### src/rtl/nextkms_pkg.sv
// Shared opcodes, reset-frame pattern, FSM encoding and sample layout for the
// NeXT KMS frame decoder.
package nextkms_pkg;

  localparam logic [7:0]  OP_AUDIO    = 8'hC7;
  localparam logic [7:0]  OP_VOL      = 8'hC4;
  localparam logic [7:0]  OP_BRIGHT   = 8'hC5;
  localparam logic [7:0]  OP_POLL     = 8'hC6;
  localparam logic [39:0] RESET_FRAME = 40'hFF_FFFF_FFFF;

  typedef enum logic {
    IDLE = 1'b0,
    EXEC = 1'b1
  } state_t;

  typedef struct packed {
    logic [15:0] left;
    logic [15:0] right;
  } sample_t;

endpackage

### src/rtl/nextkms_sample_fifo.sv
// First-word fall-through stereo sample FIFO. Pointers carry one extra MSB so
// full and empty are told apart without a separate count. A push into a full
// FIFO is taken only when a pop frees the head slot in the same cycle.
module nextkms_sample_fifo
  import nextkms_pkg::*;
#(
  parameter int DEPTH = 8
) (
  input  logic        clk,
  input  logic        rst_n,
  input  logic        push,
  input  logic [31:0] din,
  input  logic        pop,
  input  logic        flush,
  output logic [31:0] dout,
  output logic        full,
  output logic        empty
);

  localparam int AW = $clog2(DEPTH);
  localparam logic [AW:0] PTR_ONE = {{AW{1'b0}}, 1'b1};

  sample_t     mem [DEPTH];
  logic [AW:0] wp, rp;
  logic        wr_en, rd_en;

  assign empty = (wp == rp);
  assign full  = (wp[AW] != rp[AW]) && (wp[AW-1:0] == rp[AW-1:0]);
  assign wr_en = push && (!full || pop);
  assign rd_en = pop && !empty;
  // Head is forced to zero while empty so nothing stale leaks out after reset.
  assign dout  = empty ? 32'h0 : mem[rp[AW-1:0]];

  // Pointer update; flush collapses both pointers and overrides push/pop.
  always_ff @(posedge clk or negedge rst_n) begin
    if (!rst_n) begin
      wp <= '0;
      rp <= '0;
    end else if (flush) begin
      wp <= '0;
      rp <= '0;
    end else begin
      if (wr_en) wp <= wp + PTR_ONE;
      if (rd_en) rp <= rp + PTR_ONE;
    end
  end

  // Storage write; when full the slot written is the head being popped.
  always_ff @(posedge clk) begin
    if (wr_en && !flush) mem[wp[AW-1:0]] <= din;
  end

endmodule

### src/rtl/nextkms_frame_decoder.sv
// NeXT KMS frame decoder: edge-detects the receiver strobe, latches the frame,
// executes its opcode one cycle later and buffers audio samples in a FWFT FIFO.
// Optional reset-frame handling is enabled with `define NEXTKMS_RESET_FRAME_EN.
module nextkms_frame_decoder
  import nextkms_pkg::*;
#(
  parameter int FIFO_DEPTH = 8,
  parameter int CNT_W      = 8
) (
  input  logic             clk,
  input  logic             rst_n,
  input  logic [39:0]      frame_data,
  input  logic             frame_valid,
  output logic [15:0]      smp_left,
  output logic [15:0]      smp_right,
  output logic             smp_valid,
  input  logic             smp_ready,
  output logic [5:0]       volume,
  output logic [5:0]       brightness,
  output logic             kbd_poll,
  output logic [CNT_W-1:0] err_cnt,
  output logic [CNT_W-1:0] ovr_cnt,
  output logic             kms_reset
);

  state_t      state_q, state_d;
  logic        fv_q;
  logic [39:0] frm_q;
  logic        frm_edge;
  logic [7:0]  opcode;
  logic        do_audio, do_vol, do_bright, do_poll, do_unknown, do_rst;
  logic        fifo_full, fifo_empty, fifo_pop, fifo_push, drop;
  logic [31:0] fifo_dout;

  assign frm_edge = frame_valid && !fv_q;
  assign opcode   = frm_q[39:32];

  // Strobe history, frame capture on the rising edge, and FSM state.
  always_ff @(posedge clk or negedge rst_n) begin
    if (!rst_n) begin
      fv_q    <= 1'b0;
      frm_q   <= '0;
      state_q <= IDLE;
    end else begin
      fv_q    <= frame_valid;
      state_q <= state_d;
      if (frm_edge) frm_q <= frame_data;
    end
  end

  // Next state and opcode decode; an edge arriving in EXEC queues another EXEC.
  always_comb begin
    state_d    = frm_edge ? EXEC : IDLE;
    do_audio   = 1'b0;
    do_vol     = 1'b0;
    do_bright  = 1'b0;
    do_poll    = 1'b0;
    do_unknown = 1'b0;
    do_rst     = 1'b0;
`ifdef NEXTKMS_RESET_FRAME_EN
    do_rst     = (state_q == EXEC) && (frm_q == RESET_FRAME);
`endif
    if (state_q == EXEC && !do_rst) begin
      case (opcode)
        OP_AUDIO:  do_audio   = 1'b1;
        OP_VOL:    do_vol     = 1'b1;
        OP_BRIGHT: do_bright  = 1'b1;
        OP_POLL:   do_poll    = 1'b1;
        default:   do_unknown = 1'b1;
      endcase
    end
  end

  assign fifo_pop  = smp_ready && !fifo_empty;
  assign fifo_push = do_audio && (!fifo_full || fifo_pop);
  assign drop      = do_audio && fifo_full && !fifo_pop;

  // Control registers, poll pulse and saturating counters.
  always_ff @(posedge clk or negedge rst_n) begin
    if (!rst_n) begin
      volume     <= '0;
      brightness <= '0;
      kbd_poll   <= 1'b0;
      err_cnt    <= '0;
      ovr_cnt    <= '0;
    end else begin
      kbd_poll <= do_poll;
      if (do_rst) begin
        volume     <= '0;
        brightness <= '0;
        err_cnt    <= '0;
        ovr_cnt    <= '0;
      end else begin
        if (do_vol)    volume     <= frm_q[5:0];
        if (do_bright) brightness <= frm_q[5:0];
        if (do_unknown && err_cnt != '1) err_cnt <= err_cnt + CNT_W'(1);
        if (drop && ovr_cnt != '1)       ovr_cnt <= ovr_cnt + CNT_W'(1);
      end
    end
  end

`ifdef NEXTKMS_RESET_FRAME_EN
  logic kms_reset_q;

  // One-cycle pulse following a reset frame's EXEC.
  always_ff @(posedge clk or negedge rst_n) begin
    if (!rst_n) kms_reset_q <= 1'b0;
    else        kms_reset_q <= do_rst;
  end

  assign kms_reset = kms_reset_q;
`else
  assign kms_reset = 1'b0;
`endif

  nextkms_sample_fifo #(
    .DEPTH (FIFO_DEPTH)
  ) u_fifo (
    .clk   (clk),
    .rst_n (rst_n),
    .push  (fifo_push),
    .din   (frm_q[31:0]),
    .pop   (fifo_pop),
    .flush (do_rst),
    .dout  (fifo_dout),
    .full  (fifo_full),
    .empty (fifo_empty)
  );

  assign smp_valid = !fifo_empty;
  assign smp_left  = fifo_dout[31:16];
  assign smp_right = fifo_dout[15:0];

endmodule

### config.mk
export PLATFORM = sky130hd
export DESIGN_NAME = nextkms_frame_decoder
export DESIGN_NICKNAME = d
export VERILOG_FILES = /design/src/rtl/nextkms_pkg.sv /design/src/rtl/nextkms_sample_fifo.sv /design/src/rtl/nextkms_frame_decoder.sv
export SDC_FILE = /design/constraint.sdc
export NUM_CORES = 1
export LEC_CHECK = 0
export ABC_AREA = 1
export CORE_MARGIN = 1
export CORE_UTILIZATION = 60
export CTS_BUF_LIST = sky130_fd_sc_hd__clkbuf_8 sky130_fd_sc_hd__clkbuf_16
export DETAILED_ROUTE_END_ITERATION = 7
export DONT_BUFFER_PORTS = 1
export HOLD_SLACK_MARGIN = 0.1
export PLACE_DENSITY = 0.76
export SYNTH_ARGS = -nofsm -noshare
export SYNTH_HDL_FRONTEND = slang
export SYNTH_SLANG_ARGS = --single-unit
### constraint.sdc
create_clock -name clk -period 6 [get_ports clk]
set_input_delay 0.6 -clock clk [delete_from_list [all_inputs] [get_ports clk]]
set_output_delay 0.6 -clock clk [all_outputs]
set_load 0.005 [all_outputs]
==> flow_summary.ini <==
[layout]
nets = 1246
finalNonFillerCells = 1505
design_area_sq_mm = 0.0149
drive_gt1_share_pct = 6.86
antennaDiodeCount = 0
final_util_pct = 67.8
syn2layout_area_growth_pct = 9.94

[placement]
post-place-cells = 1438
placed_cell_area_sq_mm = 0.0137
dpl.hpwl_microns = 15000
pre_cts_ws_ns = 2.46
port-buffer-count = 0
place_congestion = 0.783

[die]
row_count = 54
fp.dieH_microns = 152
start_util_pct = 61.6
die_w_microns = 152
dieArea_sq_mm = 0.0232
io_pins = 107
coreArea_sq_mm = 0.0220

[route]
wl_met2_microns = 13200
via_count = 8604
wl_met1_microns = 11600
drc = 5
drt-initial-drc-count = 878
drt-wirelength-per-cell_microns = 18.3
wl_microns = 27600
dr.pass1.iters = 8
vias_per_cell = 5.72
dr_wl_met3_microns = 2190
top_layer = met4
ant_nets = 0

[setup_path]
worstPathCellList = clkinv_2 > buf_4 > buf_4 > o21ai_0 > o21ai_0 > nand2_1 > a21oi_1
critPathTopFamily = buffers and inverters
cp-start-kind = register
worstSetupPathType = reg2out
cp_max_fo = 74
end_kind = output port
critical_path_buf_inv_count = 3
cp_slowest_cell = dfrtp_4
arrival_ns = 3.35
worstPathRequired_ns = 5.40
cpPeakStageDelay_ns = 0.71

[yosys]
synth.net_count = 1265
synth_area_sq_mm = 0.0135
synth_area_per_cell_sq_um = 11.1
synth_edf_count = 256
postSynthCellCount = 1217
ys_ff_latch = 335
yosys-top-cells-area = edfxtp_1, dfrtp_1, nand2_1
synth_ff_type = edfxtp_1
synth_most_common_cell = edfxtp_1
yosysWarnings = 0
synth_area_leader_cell = edfxtp_1
yosysTopAreaCellShare_pct = 56.8
synth_seq_area_share_pct = 71.4
ys_async_sr_fraction_pct = 23.6
netlist_top_cells_count = edfxtp_1, nand2_1, nor2_1
synthDistinctLibCells = 26

[grt]
grt_usage_pct = 24.3
grt_pass1_vias = 8496
antenna_found_initial = 0
grt_pass1_wl_microns = 43900
grt_max_degree = 80
grt_overflow = 0

[timing]
drv_slew = 0
max_freq_mhz = 253
hold_viol = 0
timing.hold.ws_ns = 0.199
tightest_slew_ns = 1.21
max_slew_margin_pct = 19.5
finalCriticalPeriod_ns = 3.95
final-setup-viol-count = 0
fin_ws_ns = 2.05
fin_skew_ns = 0.0239
min_period_over_period_pct = 65.9
finalSetupTns_ns = 0
rsz0062_at_grt = false

[clock_tree]
numCtsBuffers = 35
clock_latency_ns = 0.52
cts_root_buf = clkbuf_16
cts_tree = yes
numClockSinks = 335
cts_max_level = 2
cts_buffer_depth = 3
path_clk_slew_ns = 0.06

[worst_hold_path]
min_path_type = in2reg

[status]
status = finished, violations left
violations = DRC

[power_and_ir_drop]
p_leak_nw = 5.54
total_power_mw = 6.38
ir_worst_vdd_uv = 287
power_density_mw_per_mm2 = 429

[job]
max-cap-violations = 0
[cells by family (layout without fill, tap and decap cells)]
kind of cell               count (synthesis)  after routing  share of synthesized area, %
AOI/OAI and AO/OA                        250            250                          9.24
and+or+nand+nor                          502            502                          14.8
buffers and inverters                    114            122                          3.50
DFF                                      335            335                          71.4
adders and majority gates                  4              4                         0.370
xor gates and xnor gates                  11             11                         0.712
other                                      1              1                        0.0277
[cell usage in the layout (no fill, tap or decap), types with 12 or more instances in the layout]
master     netlist  routed
a21oi_1         32      32
clkbuf_16        0      36
dfrtp_1         79      77
edfxtp_1       256     256
inv_1           44      51
nand2_1        245     245
nand3_1         20      20
nor2_1         213     204
nor2_4           3      12
o21ai_0        176     176
o21ai_1         42      42
[path summary, 6_finish.rpt]
kind,slack (ns),endpoint,cells past startpoint,startpoint
worst max-delay path,2.05,smp_right[3],7,u_fifo.rp[0]$_DFFE_PN0P_
worst min-delay path,0.20,frm_q[13]$_DFFE_PN0P_,2,frame_data[13]
worst max register to register,2.42,u_fifo.mem[6][19]$_DFFE_PP_,9,u_fifo.rp[2]$_DFFE_PN0P_
worst min register to register,0.48,frm_q[38]$_DFFE_PN0P_,2,frm_q[38]$_DFFE_PN0P_
max in group asynchronous,5.00,frm_q[19]$_DFFE_PN0P_,2,rst_n
min in group asynchronous,0.63,ovr_cnt[0]$_DFFE_PN0P_,2,rst_n
[repair_timing]
action,in CTS,in global routing
gates resized for setup,0,0
hold endpoints to repair,80,0
hold buffers,3,0
buffers inserted,0,0
[routing by layer]
metal	track usage, %	up-vias
met4	7.97	0
met5	0	-
met3	5.72	50
met1	32.9	4092
li1	-	4113
met2	39.5	349
[sequential cells by signal, indices dropped and copies added, names as in the netlist]
| register | count |
|---|---|
| fv_q | 1 |
| err_cnt | 8 |
| state_q | 1 |
| kbd_poll | 1 |
| u_fifo.wp | 4 |
| u_fifo.rp | 4 |
| volume | 6 |
| frm_q | 40 |
| ovr_cnt | 8 |
| brightness | 6 |
| u_fifo.mem | 256 |
[final cells by class]
type	instances	area [sq um]
Clock buffer	41	970
Sequential cell	335	9670
Timing Repair Buffer	10	100
Inverter	48	181
Fill cell	1545	7080
Clock inverter	23	143
Tap cell	280	350
Multi-Input combinational cell	768	3470
[power by group]
group | leakage [nW] | total, mW | switching [mW] | internal [mW]
Sequential | 3.30 | 2.84 | 0.229 | 2.61
Clock | 0.578 | 2.05 | 0.855 | 1.20
Combinational | 1.66 | 1.49 | 1.04 | 0.449
Power figures use the tool's default switching activity.
